==> src/rtl/uart_pkg.sv <==
// Shared encodings and helpers for the uart_cfg core: parity modes, TX/RX
// state encodings and the oversampling mid-point used to centre RX sampling.
package uart_pkg;

    typedef enum logic [1:0] {
        PAR_NONE = 2'b00,
        PAR_ODD  = 2'b01,
        PAR_EVEN = 2'b10
    } par_mode_e;

    typedef enum logic [2:0] {
        TX_IDLE,
        TX_START,
        TX_DATA,
        TX_PARITY,
        TX_STOP
    } tx_state_e;

    typedef enum logic [2:0] {
        RX_IDLE,
        RX_START,
        RX_DATA,
        RX_PARITY,
        RX_STOP,
        RX_BREAK
    } rx_state_e;

    localparam int OVERSAMPLING_DEFAULT = 16;

    function automatic int mid_point(input int oversampling);
        return oversampling / 2;
    endfunction

    localparam int MID_POINT_DEFAULT = mid_point(OVERSAMPLING_DEFAULT);

    // Encoding 2'b11 falls through to "no parity".
    function automatic logic par_enabled(input logic [1:0] mode);
        return (mode == PAR_ODD) || (mode == PAR_EVEN);
    endfunction

    function automatic logic par_bit(input logic [1:0] mode, input logic data_xor);
        return (mode == PAR_ODD) ? ~data_xor : data_xor;
    endfunction

endpackage

==> src/rtl/uart_tick_gen.sv <==
// Oversampling tick generator: a down-counter reloaded from the divisor,
// pulsing once every div+1 clocks; a new divisor is picked up at reload.
module uart_tick_gen #(
    parameter int DIV_W = 16
) (
    input  logic             clk,
    input  logic             rst_n,
    input  logic [DIV_W-1:0] div,
    output logic             tick
);

    logic [DIV_W-1:0] cnt;

    always_ff @(posedge clk or negedge rst_n) begin
        if (!rst_n) begin
            cnt <= '0;
        end else if (cnt == '0) begin
            cnt <= div;
        end else begin
            cnt <= cnt - DIV_W'(1);
        end
    end

    assign tick = (cnt == '0);

endmodule

==> src/rtl/uart_cfg.sv <==
// Runtime-configurable UART (divisor, parity, stop bits) with RX error flags.
// Define UART_LOOPBACK_EN to add CFG_LOOP, routing the TX stream into RX.
module uart_cfg #(
    parameter int DATA_BITS    = 8,
    parameter int OVERSAMPLING = 16,
    parameter int DIV_W        = 16
) (
    input  logic                 CLK,
    input  logic                 NRST,
    input  logic [DIV_W-1:0]     CFG_DIV,
    input  logic [1:0]           CFG_PAR,
    input  logic                 CFG_STOP2,
    input  logic [DATA_BITS-1:0] TX_DI,
    input  logic                 TX_DRDY,
    output logic                 TX_BUSY,
    output logic                 TX_DONE,
    output logic                 TX_DSER,
    input  logic                 RX_DSER,
    output logic [DATA_BITS-1:0] RX_DO,
    output logic                 RX_DRDY,
    output logic                 RX_PERR,
    output logic                 RX_FERR
`ifdef UART_LOOPBACK_EN
    ,
    input  logic                 CFG_LOOP
`endif
);
    import uart_pkg::*;

    localparam int OS_W = $clog2(OVERSAMPLING);
    localparam logic [OS_W-1:0] OS_LAST   = OS_W'(OVERSAMPLING - 1);
    localparam logic [OS_W-1:0] MID_LAST  = OS_W'(mid_point(OVERSAMPLING) - 1);
    localparam logic [3:0]      DATA_LAST = 4'(DATA_BITS - 1);

    logic tick;
    logic tx_ser;
    logic rx_line;

    uart_tick_gen #(.DIV_W(DIV_W)) u_tick (
        .clk   (CLK),
        .rst_n (NRST),
        .div   (CFG_DIV),
        .tick  (tick)
    );

`ifdef UART_LOOPBACK_EN
    assign TX_DSER = CFG_LOOP ? 1'b1 : tx_ser;
    assign rx_line = CFG_LOOP ? tx_ser : RX_DSER;
`else
    assign TX_DSER = tx_ser;
    assign rx_line = RX_DSER;
`endif

    tx_state_e            tx_state, tx_state_nxt;
    logic [OS_W-1:0]      tx_os, tx_os_nxt;
    logic [3:0]           tx_bits, tx_bits_nxt;
    logic [DATA_BITS-1:0] tx_shift, tx_shift_nxt;
    logic                 tx_par_en, tx_par_en_nxt;
    logic                 tx_par_val, tx_par_val_nxt;
    logic                 tx_stop2, tx_stop2_nxt;
    logic                 tx_ser_nxt, tx_busy, tx_busy_nxt, tx_done, tx_done_nxt;
    logic                 tx_bit_end;

    assign tx_bit_end = tick && (tx_os == OS_LAST);

    always_ff @(posedge CLK or negedge NRST) begin
        if (!NRST) begin
            tx_state   <= TX_IDLE;
            tx_os      <= '0;
            tx_bits    <= '0;
            tx_shift   <= '0;
            tx_par_en  <= 1'b0;
            tx_par_val <= 1'b0;
            tx_stop2   <= 1'b0;
            tx_ser     <= 1'b1;
            tx_busy    <= 1'b0;
            tx_done    <= 1'b0;
        end else begin
            tx_state   <= tx_state_nxt;
            tx_os      <= tx_os_nxt;
            tx_bits    <= tx_bits_nxt;
            tx_shift   <= tx_shift_nxt;
            tx_par_en  <= tx_par_en_nxt;
            tx_par_val <= tx_par_val_nxt;
            tx_stop2   <= tx_stop2_nxt;
            tx_ser     <= tx_ser_nxt;
            tx_busy    <= tx_busy_nxt;
            tx_done    <= tx_done_nxt;
        end
    end

    // A request in the TX_DONE cycle is refused so every frame is separated by one idle cycle.
    always_comb begin
        tx_state_nxt   = tx_state;
        tx_os_nxt      = tx_os;
        tx_bits_nxt    = tx_bits;
        tx_shift_nxt   = tx_shift;
        tx_par_en_nxt  = tx_par_en;
        tx_par_val_nxt = tx_par_val;
        tx_stop2_nxt   = tx_stop2;
        tx_ser_nxt     = tx_ser;
        tx_busy_nxt    = tx_busy;
        tx_done_nxt    = 1'b0;
        if (tx_state != TX_IDLE && tick) begin
            tx_os_nxt = tx_bit_end ? '0 : tx_os + OS_W'(1);
        end
        case (tx_state)
            TX_IDLE: begin
                if (TX_DRDY && !tx_done) begin
                    tx_state_nxt   = TX_START;
                    tx_os_nxt      = '0;
                    tx_shift_nxt   = TX_DI;
                    tx_par_en_nxt  = par_enabled(CFG_PAR);
                    tx_par_val_nxt = par_bit(CFG_PAR, ^TX_DI);
                    tx_stop2_nxt   = CFG_STOP2;
                    tx_ser_nxt     = 1'b0;
                    tx_busy_nxt    = 1'b1;
                end
            end
            TX_START: begin
                if (tx_bit_end) begin
                    tx_state_nxt = TX_DATA;
                    tx_bits_nxt  = '0;
                    tx_ser_nxt   = tx_shift[0];
                end
            end
            TX_DATA: begin
                if (tx_bit_end) begin
                    tx_shift_nxt = tx_shift >> 1;
                    if (tx_bits == DATA_LAST) begin
                        tx_bits_nxt  = '0;
                        tx_state_nxt = tx_par_en ? TX_PARITY : TX_STOP;
                        tx_ser_nxt   = tx_par_en ? tx_par_val : 1'b1;
                    end else begin
                        tx_bits_nxt = tx_bits + 4'd1;
                        tx_ser_nxt  = tx_shift[1];
                    end
                end
            end
            TX_PARITY: begin
                if (tx_bit_end) begin
                    tx_state_nxt = TX_STOP;
                    tx_bits_nxt  = '0;
                    tx_ser_nxt   = 1'b1;
                end
            end
            TX_STOP: begin
                if (tx_bit_end) begin
                    if (tx_stop2 && tx_bits == 4'd0) begin
                        tx_bits_nxt = 4'd1;
                    end else begin
                        tx_state_nxt = TX_IDLE;
                        tx_busy_nxt  = 1'b0;
                        tx_done_nxt  = 1'b1;
                    end
                end
            end
            default: tx_state_nxt = TX_IDLE;
        endcase
    end

    assign TX_BUSY = tx_busy;
    assign TX_DONE = tx_done;

    logic [1:0]           rx_sync;
    logic                 rx_s;
    rx_state_e            rx_state, rx_state_nxt;
    logic [OS_W-1:0]      rx_os, rx_os_nxt;
    logic [3:0]           rx_bits, rx_bits_nxt;
    logic [DATA_BITS-1:0] rx_shift, rx_shift_nxt;
    logic [1:0]           rx_par_mode, rx_par_mode_nxt;
    logic                 rx_par_rx, rx_par_rx_nxt;
    logic [DATA_BITS-1:0] rx_do, rx_do_nxt;
    logic                 rx_drdy, rx_drdy_nxt, rx_perr, rx_perr_nxt, rx_ferr, rx_ferr_nxt;
    logic                 rx_sample;

    assign rx_s      = rx_sync[1];
    assign rx_sample = tick && (rx_os == OS_LAST);

    always_ff @(posedge CLK or negedge NRST) begin
        if (!NRST) begin
            rx_sync     <= 2'b11;
            rx_state    <= RX_IDLE;
            rx_os       <= '0;
            rx_bits     <= '0;
            rx_shift    <= '0;
            rx_par_mode <= PAR_NONE;
            rx_par_rx   <= 1'b0;
            rx_do       <= '0;
            rx_drdy     <= 1'b0;
            rx_perr     <= 1'b0;
            rx_ferr     <= 1'b0;
        end else begin
            rx_sync     <= {rx_sync[0], rx_line};
            rx_state    <= rx_state_nxt;
            rx_os       <= rx_os_nxt;
            rx_bits     <= rx_bits_nxt;
            rx_shift    <= rx_shift_nxt;
            rx_par_mode <= rx_par_mode_nxt;
            rx_par_rx   <= rx_par_rx_nxt;
            rx_do       <= rx_do_nxt;
            rx_drdy     <= rx_drdy_nxt;
            rx_perr     <= rx_perr_nxt;
            rx_ferr     <= rx_ferr_nxt;
        end
    end

    // Any low stop bit parks in RX_BREAK so a held-low line cannot look like a new start edge.
    always_comb begin
        rx_state_nxt    = rx_state;
        rx_os_nxt       = rx_os;
        rx_bits_nxt     = rx_bits;
        rx_shift_nxt    = rx_shift;
        rx_par_mode_nxt = rx_par_mode;
        rx_par_rx_nxt   = rx_par_rx;
        rx_do_nxt       = rx_do;
        rx_perr_nxt     = rx_perr;
        rx_ferr_nxt     = rx_ferr;
        rx_drdy_nxt     = 1'b0;
        if ((rx_state == RX_DATA || rx_state == RX_PARITY || rx_state == RX_STOP) && tick) begin
            rx_os_nxt = rx_sample ? '0 : rx_os + OS_W'(1);
        end
        case (rx_state)
            RX_IDLE: begin
                if (!rx_s) begin
                    rx_state_nxt    = RX_START;
                    rx_os_nxt       = '0;
                    rx_par_mode_nxt = CFG_PAR;
                end
            end
            RX_START: begin
                if (tick) begin
                    if (rx_os == MID_LAST) begin
                        rx_os_nxt    = '0;
                        rx_bits_nxt  = '0;
                        rx_state_nxt = rx_s ? RX_IDLE : RX_DATA;
                    end else begin
                        rx_os_nxt = rx_os + OS_W'(1);
                    end
                end
            end
            RX_DATA: begin
                if (rx_sample) begin
                    rx_shift_nxt = {rx_s, rx_shift[DATA_BITS-1:1]};
                    if (rx_bits == DATA_LAST) begin
                        rx_state_nxt = par_enabled(rx_par_mode) ? RX_PARITY : RX_STOP;
                    end else begin
                        rx_bits_nxt = rx_bits + 4'd1;
                    end
                end
            end
            RX_PARITY: begin
                if (rx_sample) begin
                    rx_par_rx_nxt = rx_s;
                    rx_state_nxt  = RX_STOP;
                end
            end
            RX_STOP: begin
                if (rx_sample) begin
                    rx_do_nxt    = rx_shift;
                    rx_drdy_nxt  = 1'b1;
                    rx_ferr_nxt  = !rx_s;
                    rx_perr_nxt  = par_enabled(rx_par_mode) &&
                                   (rx_par_rx != par_bit(rx_par_mode, ^rx_shift));
                    rx_state_nxt = rx_s ? RX_IDLE : RX_BREAK;
                end
            end
            RX_BREAK: begin
                if (rx_s) begin
                    rx_state_nxt = RX_IDLE;
                end
            end
            default: rx_state_nxt = RX_IDLE;
        endcase
    end

    assign RX_DO   = rx_do;
    assign RX_DRDY = rx_drdy;
    assign RX_PERR = rx_perr;
    assign RX_FERR = rx_ferr;

endmodule
==> config.mk <==
export PLATFORM = sky130hd
export DESIGN_NAME = uart_cfg
export DESIGN_NICKNAME = d
export VERILOG_FILES = /design/src/rtl/uart_pkg.sv /design/src/rtl/uart_tick_gen.sv /design/src/rtl/uart_cfg.sv
export SDC_FILE = /design/constraint.sdc
export NUM_CORES = 1
export LEC_CHECK = 0
export ABC_AREA = 1
export CORE_ASPECT_RATIO = 0.7
export CORE_UTILIZATION = 43
export CTS_CLUSTER_SIZE = 16
export DETAILED_ROUTE_END_ITERATION = 16
export GPL_TIMING_DRIVEN = 0
export PLACE_DENSITY = 0.66
export REMOVE_ABC_BUFFERS = 1
export SLEW_MARGIN = 20
export SYNTH_ARGS = -nofsm -noshare
export SYNTH_HDL_FRONTEND = slang
export SYNTH_HIERARCHICAL = 1
export SYNTH_SLANG_ARGS = --single-unit
==> constraint.sdc <==
create_clock -name CLK -period 2.3 [get_ports CLK]
set_input_delay 0.345 -clock CLK [delete_from_list [all_inputs] [get_ports CLK]]
set_output_delay 0.345 -clock CLK [all_outputs]
set_load 0.05 [all_outputs]
## Word-level counts from Yosys, hierarchy flattened

Cells that the tools add are included.

| word-level totals | value |
|---|---|
| bits in registers | 76 |
| input bits | 31 |
| output and inout port bits | 14 |
| word-level logic and storage cells | 169 |

| operators by class | value |
|---|---|
| $add $sub $neg | 5 |
| equal/unequal tests | 37 |
| mux-type cells | 64 |
| bitwise gates (word level) | 3 |
| reductions and logical operators | 38 |

Operator list:

| cell | number |
|---|---|
| 4-bit 2-to-1 mux | 18 |
| 3-bit 2-to-1 mux | 18 |
| 2-bit inequality test, second input constant | 16 |
| 3-bit case mux with 6 select lines | 1 |
| 4-bit by 1-bit adder with 4-bit output, second input constant | 4 |
| 16-bit logical NOT | 1 |
| 1-bit 2-to-1 mux | 16 |
| 16-bit 2-to-1 mux | 1 |
| 8-bit 2-to-1 mux | 2 |
| 4-bit case mux with 2 select lines | 2 |
| 8-bit case mux with 2 select lines | 1 |
| 8-bit parity | 2 |
| 16-bit by 1-bit subtractor with 16-bit output, second input constant | 1 |
| 3-bit case mux with 5 select lines | 1 |
| 5-bit AND reduction | 3 |
| 3-bit by 2-bit == test with 1-bit output, second input constant | 4 |
| 4-bit by 3-bit == test with 1-bit output, second input constant | 3 |
| 4-bit case mux with 3 select lines | 1 |
| 2-bit AND reduction | 5 |
| 3-bit == test, second input constant | 3 |
| 4-bit == test, second input constant | 2 |
| 8-bit AND reduction | 1 |
| 1-bit logical AND | 7 |
| 7-bit AND reduction | 1 |
| 19 further kinds | 33 |

## Longest topological paths before layout

Gate-level depths: netlist of the first run.

| depth | value |
|---|---|
| word-level depth | 7 |
| gate-level depth with buffers | 15 |
| depth with buffers taken out | 15 |

## Modules after synthesis

Netlist of the first run, hierarchy kept.

By module, submodules not included:

| module | instances | cells each | area an instance (um^2) | sequential area each (um^2) |
|---|---|---|---|---|
| uart_cfg | 1 | 449 | 3340.7 | 1505.2 |
| uart_tick_gen | 1 | 152 | 1021.0 | 400.4 |

## Worst setup path after synthesis of the first run

Ideal clock, no wire load.

| timing path | value |
|---|---|
| kind | register to register |
| start point | reg u_tick.cnt[0] |
| end point | reg tx_shift[2] |
| library setup time | 0.126 ns |
| data arrival time | 1.898 ns |
| required time | 2.174 ns |
| slack | 0.276 ns |
| stages on the path, launching flop included | 13 |
| buffers on the path | 1 |
| clock period less this slack | 2.024 ns |
| cell sequence | dfrtp_1 > inv_1 > ha_1 > nand3_1 > nor2_1 > nand2_1 > nor2_2 > nand2_2 > clkinv_2 > nand3_4 > a211oi_4 > buf_6 > o21ai_0 |

| between the ends | value |
|---|---|
| word-level cells in the longest chain between the ends | 4 |

RTL lines:

| element | RTL line | RTL |
|---|---|---|
| from (decl) | uart_tick_gen.sv:12 | `logic [DIV_W-1:0] cnt;` |
| from (signal assigned) | uart_tick_gen.sv:18 | `cnt <= div;` |
| from (signal assigned) | uart_tick_gen.sv:20 | `cnt <= cnt - DIV_W'(1);` |
| 16-bit logical NOT | uart_tick_gen.sv:24 | `assign tick = (cnt == '0);` |
| net tick | uart_cfg.sv:35 | `logic tick;` |
| 1-bit logical AND | uart_cfg.sv:64 | `assign tx_bit_end = tick && (tx_os == OS_LAST);` |
| 2-bit inequality test (no source line) | n/a |  |
| 3-bit AND reduction (no source line) | n/a |  |
| to (signal assigned) | uart_cfg.sv:82 | `tx_shift <= tx_shift_nxt;` |
| to (decl) | uart_cfg.sv:57 | `logic [DATA_BITS-1:0] tx_shift, tx_shift_nxt;` |

The timed path passes the listed nets, and every way through them passes these cells.
A chain may end at the register's enable or synchronous reset.

## Worst setup path in the final report of the first run

| timing path | value |
|---|---|
| start point | reg u_tick.cnt[0] |
| end point | reg rx_state[2] |

| between the ends | value |
|---|---|
| word-level cells in the longest chain between the ends | 4 |
| elaborated cells between the ends (all ways) | 7 |
| those cells by class | eq/ne: 4; reduce/logical: 3 |

RTL lines:

| element | RTL line | RTL |
|---|---|---|
| 16-bit logical NOT * | uart_tick_gen.sv:24 |  |
| net tick | uart_cfg.sv:35 |  |
| 1-bit logical AND | uart_cfg.sv:178 | `assign rx_sample = tick && (rx_os == OS_LAST);` |
| 2-bit inequality test (no source line) | n/a |  |
| 8-bit AND reduction (no source line) * | n/a |  |
| to (signal assigned) | uart_cfg.sv:195 | `rx_state <= rx_state_nxt;` |
| to (decl) | uart_cfg.sv:167 | `rx_state_e rx_state, rx_state_nxt;` |

The timed path passes the listed nets; every way through them passes the cells marked *.

==> impl_results.md, run 1 <==
- Final Power: 2.96 mW
- Overall routed net length: 9.54 mm
- Clock power frac: 48.6%
- Setup TNS: 0 ps
- Syn_area_per_cell: 7.26 um^2
- VDD IR max: 0.000367 V
- Register share of total power: between 40% and 50%
- Smallest hold slack: 355 ps
- DP HPWL: 6.79 mm
- Area of placed instances: 4930 um^2
- Mapped Cells: 601
- Vias/cell: 4.85
- H-tree Lvls: 3
- Final Util: 54.5%
- Status: finished, final reports clean
- Initial antenna violation count: 0
- Yosys warnings: 6
- Clock root cell: clkbuf_16
- Worst path required time: 2530 ps
- Commonest non-fill, non-tap cell in the layout: nand2_1
- Hold Path Class: reg2reg
- Setup-failing EPs final: 0
- Die height: 86.3 um
- Clk_lat worst skew: between 300 and 400 ps
- Drt pass-1 iters: 5
- Final Critical Period: ~2200 ps
- Leakage: 2.57 nW
- Post-Synth Simple-Gate Area: 33.1%
- Clk_skew: 5.70 ps
- Int Pwr: approximately 2.3 mW
- RePlAce Congestion: 0.864
- Post-synthesis sequential area ratio: 43.7%
- I/O Buffers: 44
- Critical path class: reg2reg
- Worst-margin pin slew: between 500 and 600 ps
- Cell Area, Synth: between 4000 and 5000 um^2
- Total track usage: 19.7%
- Nets@finish: 695
- Switch share: 22.2%
- Largest family of logic cells by synthesized area: simple AND/OR/NAND/NOR gates
- # clock sinks: 76
- Wire per inst: 12.1 um
- Remaining global-route overflow: 0
- Number of distinct library cells after synthesis: 40
- Final period utilization: 93.9%
- Crit end category: flop
- Worst-path clk slew: 60 ps
- CTS buffer count: 9
- Comb power frac: ~5%
- DIE WIDTH: 122 um
- DRT iter0 DRCs: approximately 260
- Post-synthesis mux area share: 0.258%
- Layout area overhead: 22.0%
- Sw Pwr: 0.656 mW
- Worst EP arrival: 2390 ps
- Slew HR: 63.8%
- Pwr Density: 555 nW/um^2
- FF+latch count, synth: 76
- Commonest non-fill, non-tap cells in the layout: nand2_1 (218), dfrtp_1 (73), inv_1 (71), o21ai_0 (61), nor2_1 (49)
- First-pass GRT wire length: between 15 and 20 mm
- Share of cells above drive strength 1: just under 10%
- Starting density of the core: 44.7%
- Clock Tree Buf Depth: 2
- DRC viols: 0
- Post-Synth XOR/XNOR Area: under 10%
- Vias in the first global route: 3615
- Complex-gate fraction of the synthesized area: 9.93%
- Antenna Nets Post-Route: 0
- Via count: 3825
- Placement row count: 30
- Adder-cell area share of the yosys netlist: 2.58%
- Core area: 9760 um^2
- Design area: ~5300 um^2
- Ports: 45
- Max_cap viols: 0
- Final slew viol count: 0
- Largest net degree at the start of global routing: 41
- Number of diodes: 0
- Crit path max fanout: 7
- CTS tree: yes
- RSZ-0062 raised after global routing: true
- Die area: between 10000 and 15000 um^2
- Critical Path Start Type: flop
- Final hold viol count: 0
- Highest Clock Rate: approximately 0.46 GHz
==> layout make-up <==
type | count | area, um^2
inverters | 76 | 289
fillers | 910 | 4440
flip-flops and latches | 76 | 1910
multi-input cells | 441 | 2150
repair buffers | 51 | 518
clock buffers | 10 | 239
clock inverters | 6 | 63.8
well taps | 128 | 160
==> sequential cells by signal, indices dropped and copies added (netlist names), 2 cells and up <==
register	flops
u_tick/cnt	16
RX_DO	8
rx_shift	8
tx_shift	8
rx_bits	4
rx_os	4
tx_bits	4
tx_os	4
rx_state	3
tx_state	3
rx_par_mode	2
rx_sync	2
==> what timing repair did <==
action / 4_1_cts / 5_1_grt
gates cloned: 0 / 0
hold buffers: 1 / 0
resized for setup: 2 / 6
pin swaps: 2 / 3
endpoints found under the hold margin: 34 / 0
setup buffers: 3 / 2
setup endpoints to repair: 41 / 41
==> worst paths after layout <==
kind                          startpoint             to  slack, ps  cells past startpoint
max                        u_tick/cnt[0]    rx_state[2]        140                     15
min                           rx_sync[0]     rx_sync[1]        350                      0
max reg2reg                u_tick/cnt[0]    rx_state[2]        140                     15
min reg2reg                   rx_sync[0]     rx_sync[1]        350                      0
max in group asynchronous           NRST        TX_DSER       1130                      3
min in group asynchronous           NRST  u_tick/cnt[5]        510                      2
==> critical path, cell delays in order, from the launching register on <==
cell and delay, ps:
dfrtp_1 410, inv_2 100, ha_2 200, nand3_1 100
nor2_1 120, nand2_1 90, nor2_4 170, inv_2 80
nor2_4 170, inv_1 110, o21ai_0 90, inv_1 90
nor2_4 110, nand2_1 90, nand2_1 80, nand2_1 50
==> power by group through the flow <==
stage	Sequential, mW	Combinational, mW	Clock, mW
6_report	1.37	0.152	1.44
5_1_grt	1.37	0.173	1.53
4_1_cts	1.37	0.156	1.46
3_5_place_dp	1.39	0.154	0
3_3_place_gp	1.39	0.149	0
2_1_floorplan	1.39	0.0521	0
==> cells in the mapped netlist, drive strengths merged <==
cell type	instances	share of area, %
o211ai	1	0.17
nand3	40	4.9
o21bai	1	0.17
dfstp	3	1.8
a21oi	6	0.69
nand2	222	19
clkbuf	3	0.26
a31oi	1	0.14
buf	5	0.92
nor3	4	0.57
o211a	1	0.23
nor3b	1	0.17
a22oi	1	0.17
o21ai	64	7.5
xor2	9	1.8
xnor2	4	0.80
nand4	2	0.43
clkinv	1	0.11
inv	75	6.5
or2	5	0.72
a211oi	1	0.46
dfrtp	73	42
mux2	1	0.26
ha	9	2.6
o21a	1	0.17
nand3b	3	0.52
nor2	63	6.6
o2111ai	1	0.20
==> logic make-up after synthesis <==
group | Yosys count
AND/OR/NAND/NOR | 340
buffers and inverters | 84
AO/OA/AOI/OAI | 78
flip-flops | 76
XOR/XNOR | 13
adder cells (fa/ha/maj) | 9
multiplexers | 1
==> layer usage <==
| layer | global-route usage [%] | vias up | wire length (um) |
|---|---|---|---|
| met5 | 0 | - | 0 |
| met4 | 5.88 | 0 | 85 |
| met3 | 5.13 | 9 | 362 |
| met2 | 31.0 | 72 | 4230 |
| met1 | 26.7 | 1752 | 4860 |
| li1 | - | 1992 | - |
==> per-stage QoR <==
stage                     setup WS, ps  std cells
final                              140        788
after global routing             -14.0        788
after global placement           -1870        765
after detailed placement          -284        766
after floorplan                    224        593
after CTS                         54.9        786
(Power assumes the default switching activity.)
==> inputs of run 2 (changes only) <==
--- a/config.mk
+++ b/config.mk
@@ -7,11 +7,11 @@
 export LEC_CHECK = 0
 export ABC_AREA = 1
 export CORE_ASPECT_RATIO = 0.7
-export CORE_UTILIZATION = 43
+export CORE_UTILIZATION = 57
 export CTS_CLUSTER_SIZE = 16
 export DETAILED_ROUTE_END_ITERATION = 16
 export GPL_TIMING_DRIVEN = 0
-export PLACE_DENSITY = 0.66
+export PLACE_DENSITY_LB_ADDON = 0.25
 export REMOVE_ABC_BUFFERS = 1
 export SLEW_MARGIN = 20
 export SYNTH_ARGS = -nofsm -noshare
==> impl_results.md, run 2 (synthesis results as in run 1) <==
- Delay-heaviest family, CP: simple AND/OR/NAND/NOR gates
- Antenna Nets Post-Route: 0
- Area of the multi-input gates: 2160 um^2
- DRT iter0 DRCs: 199
- Max_cap viols: 0
- Reg area: 1910 um^2
- Max reg flops: 16
- Commonest non-fill, non-tap cell in the layout: nand2_1
- Initial antenna violation count: 0
- Ports: 45
- DP HPWL: 6.86 mm
- Worst EP arrival: 2410 ps
- Clk_skew: 10.5 ps
- Slew HR: 63.1%
- Critical path class: reg2reg
- Total track usage: about a quarter
- Clock root cell: clkbuf_8
- Hold Path Class: reg2reg
- Largest net degree at the start of global routing: 53
- Starting density of the core: around three fifths
- Crit. path cell count: 15
- Commonest non-fill, non-tap cells in the layout: nand2_1 (216), dfrtp_1 (73), inv_1 (70), o21ai_0 (59), nor2_1 (49)
- Final slew viol count: 0
- Status: finished, final reports clean
- Number of diodes: 0
- Die area: 8010 um^2
- R2R depth: 15
- Wire per inst: 12.4 um
- Die height: 75.2 um
- Worst path required time: 2540 ps
- DRC viols: 0
- Crit end category: flop
- Clk_lat worst skew: 350 ps
- Drt pass-1 iters: 5
- First-pass GRT wire length: 15.6 mm
- Worst-margin pin slew: 553 ps
- VDD IR max: 0.000425 V
- RSZ-0062 raised after global routing: true
- Placement row count: 26
- Smallest hold slack: 357 ps
- Remaining global-route overflow: 0
- Worst-path clk slew: 70 ps
- Nets@finish: 699
- Vias in the first global route: 3657
- Leakage: 2.56 nW
- # fillers: 613
- Crit path max fanout: 8
- Share of cells above drive strength 1: roughly a tenth
- Slowest cell on the critical path: dfrtp_1
- DIE WIDTH: 107 um
- Final Critical Period: 2170 ps
- H-tree Lvls: 3
- Area of placed instances: 4900 um^2
- RePlAce Congestion: 0.887
- Vias/cell: 5.13
- Via count: 3903
- CP Buf/Inv Count: 4
- Pwr Density: 477 nW/um^2
- Layout area overhead: 19.5%
- Overall routed net length: 9.41 mm
- Final hold viol count: 0
- Worst-path cell chain: inv_2 -> ha_4 -> nand3_1 -> nor2_1 -> nand2_1 -> nor2_4 -> inv_2 -> nor2_4 -> inv_2 -> o21ai_0 -> inv_1 -> nor2_4 -> nand2_2 -> nand2_1 -> nand2_1
- Core area: 7350 um^2
- CTS tree: yes
- Clock Tree Buf Depth: 2
- Critical Path Start Type: flop
- Slowest stage delay, CP: roughly 400 ps
- Setup-failing EPs final: 0
- Largest Register: u_tick/cnt
- CTS buffer count: 9
- Hold depth: 0
- Highest Clock Rate: between 0.4 and 0.5 GHz
- Final period utilization: 94.3%
- I/O Buffers: 44
- Design area: 5210 um^2
- # clock sinks: 76
run 2: cell types whose count changed in the layout (fill, tap and decap cells not counted), sizes merged:
cell      delta
clkinvlp     -2
buf          +4
clkinv       +1
run 2: area by class of cell:
| type | instances | area share, % |
|---|---|---|
| Multi-Input combinational cell | 441 | 41.4 |
| Sequential cell | 76 | 36.5 |
| Timing Repair Buffer | 55 | 10.7 |
| Inverter | 76 | 5.54 |
| Clock buffer | 10 | 2.45 |
| Tap cell | 98 | 2.35 |
| Clock inverter | 5 | 1.03 |
run 2: worst register-to-register path, delay by kind of cell (launching register included):
family / cells / cell delay (ps)
compound gates: 1 / 80
flops: 1 / 400
fa+ha+maj: 1 / 140
buf+inv: 4 / 360
simple gates: 9 / 1070
run 2: through the flow:
stage               power, mW  instances  utilization (%)  setup WS [ps]  setup TNS, ps
floorplan                1.45        593                -            224              0
global placement         1.54        735             66.3          -1730        -131330
detailed placement       1.55        736             66.6           -240          -3830
CTS                      2.53        753             69.6           5.60              0
global route             2.59        761             70.9          -58.6           -241
finish                   2.49        761             70.9            131              0
run 2: timing repair:
action | in CTS | in global routing
setup endpoints to repair | 40 | 41
setup buffers | 1 | 8
hold endpoints to repair | 24 | 0
resized for setup | 2 | 12
hold buffers | 1 | 0
pin swaps | 1 | 6
run 2: layer usage:
metal	track usage, %	wire length (um)
met1	30.9	4350
met2	43.2	4400
met3	6.15	518
met4	11.0	136
met5	0	0
run 2: path summary, 6_finish.rpt:
kind,start,to,slack [ps]
worst min register to register,rx_sync[0],rx_sync[1],360
min in group asynchronous,NRST,u_tick/cnt[3],440
max in group asynchronous,NRST,rx_sync[1],1240
worst min-delay path,rx_sync[0],rx_sync[1],360
worst max-delay path,u_tick/cnt[0],rx_state[2],130
worst max register to register,u_tick/cnt[0],rx_state[2],130
run 2: power breakdown:
group          leakage, nW  switching [mW]  internal [mW]
Sequential           0.931          0.0128           1.35
Combinational         1.53          0.0784         0.0779
Clock               0.0959           0.474          0.492
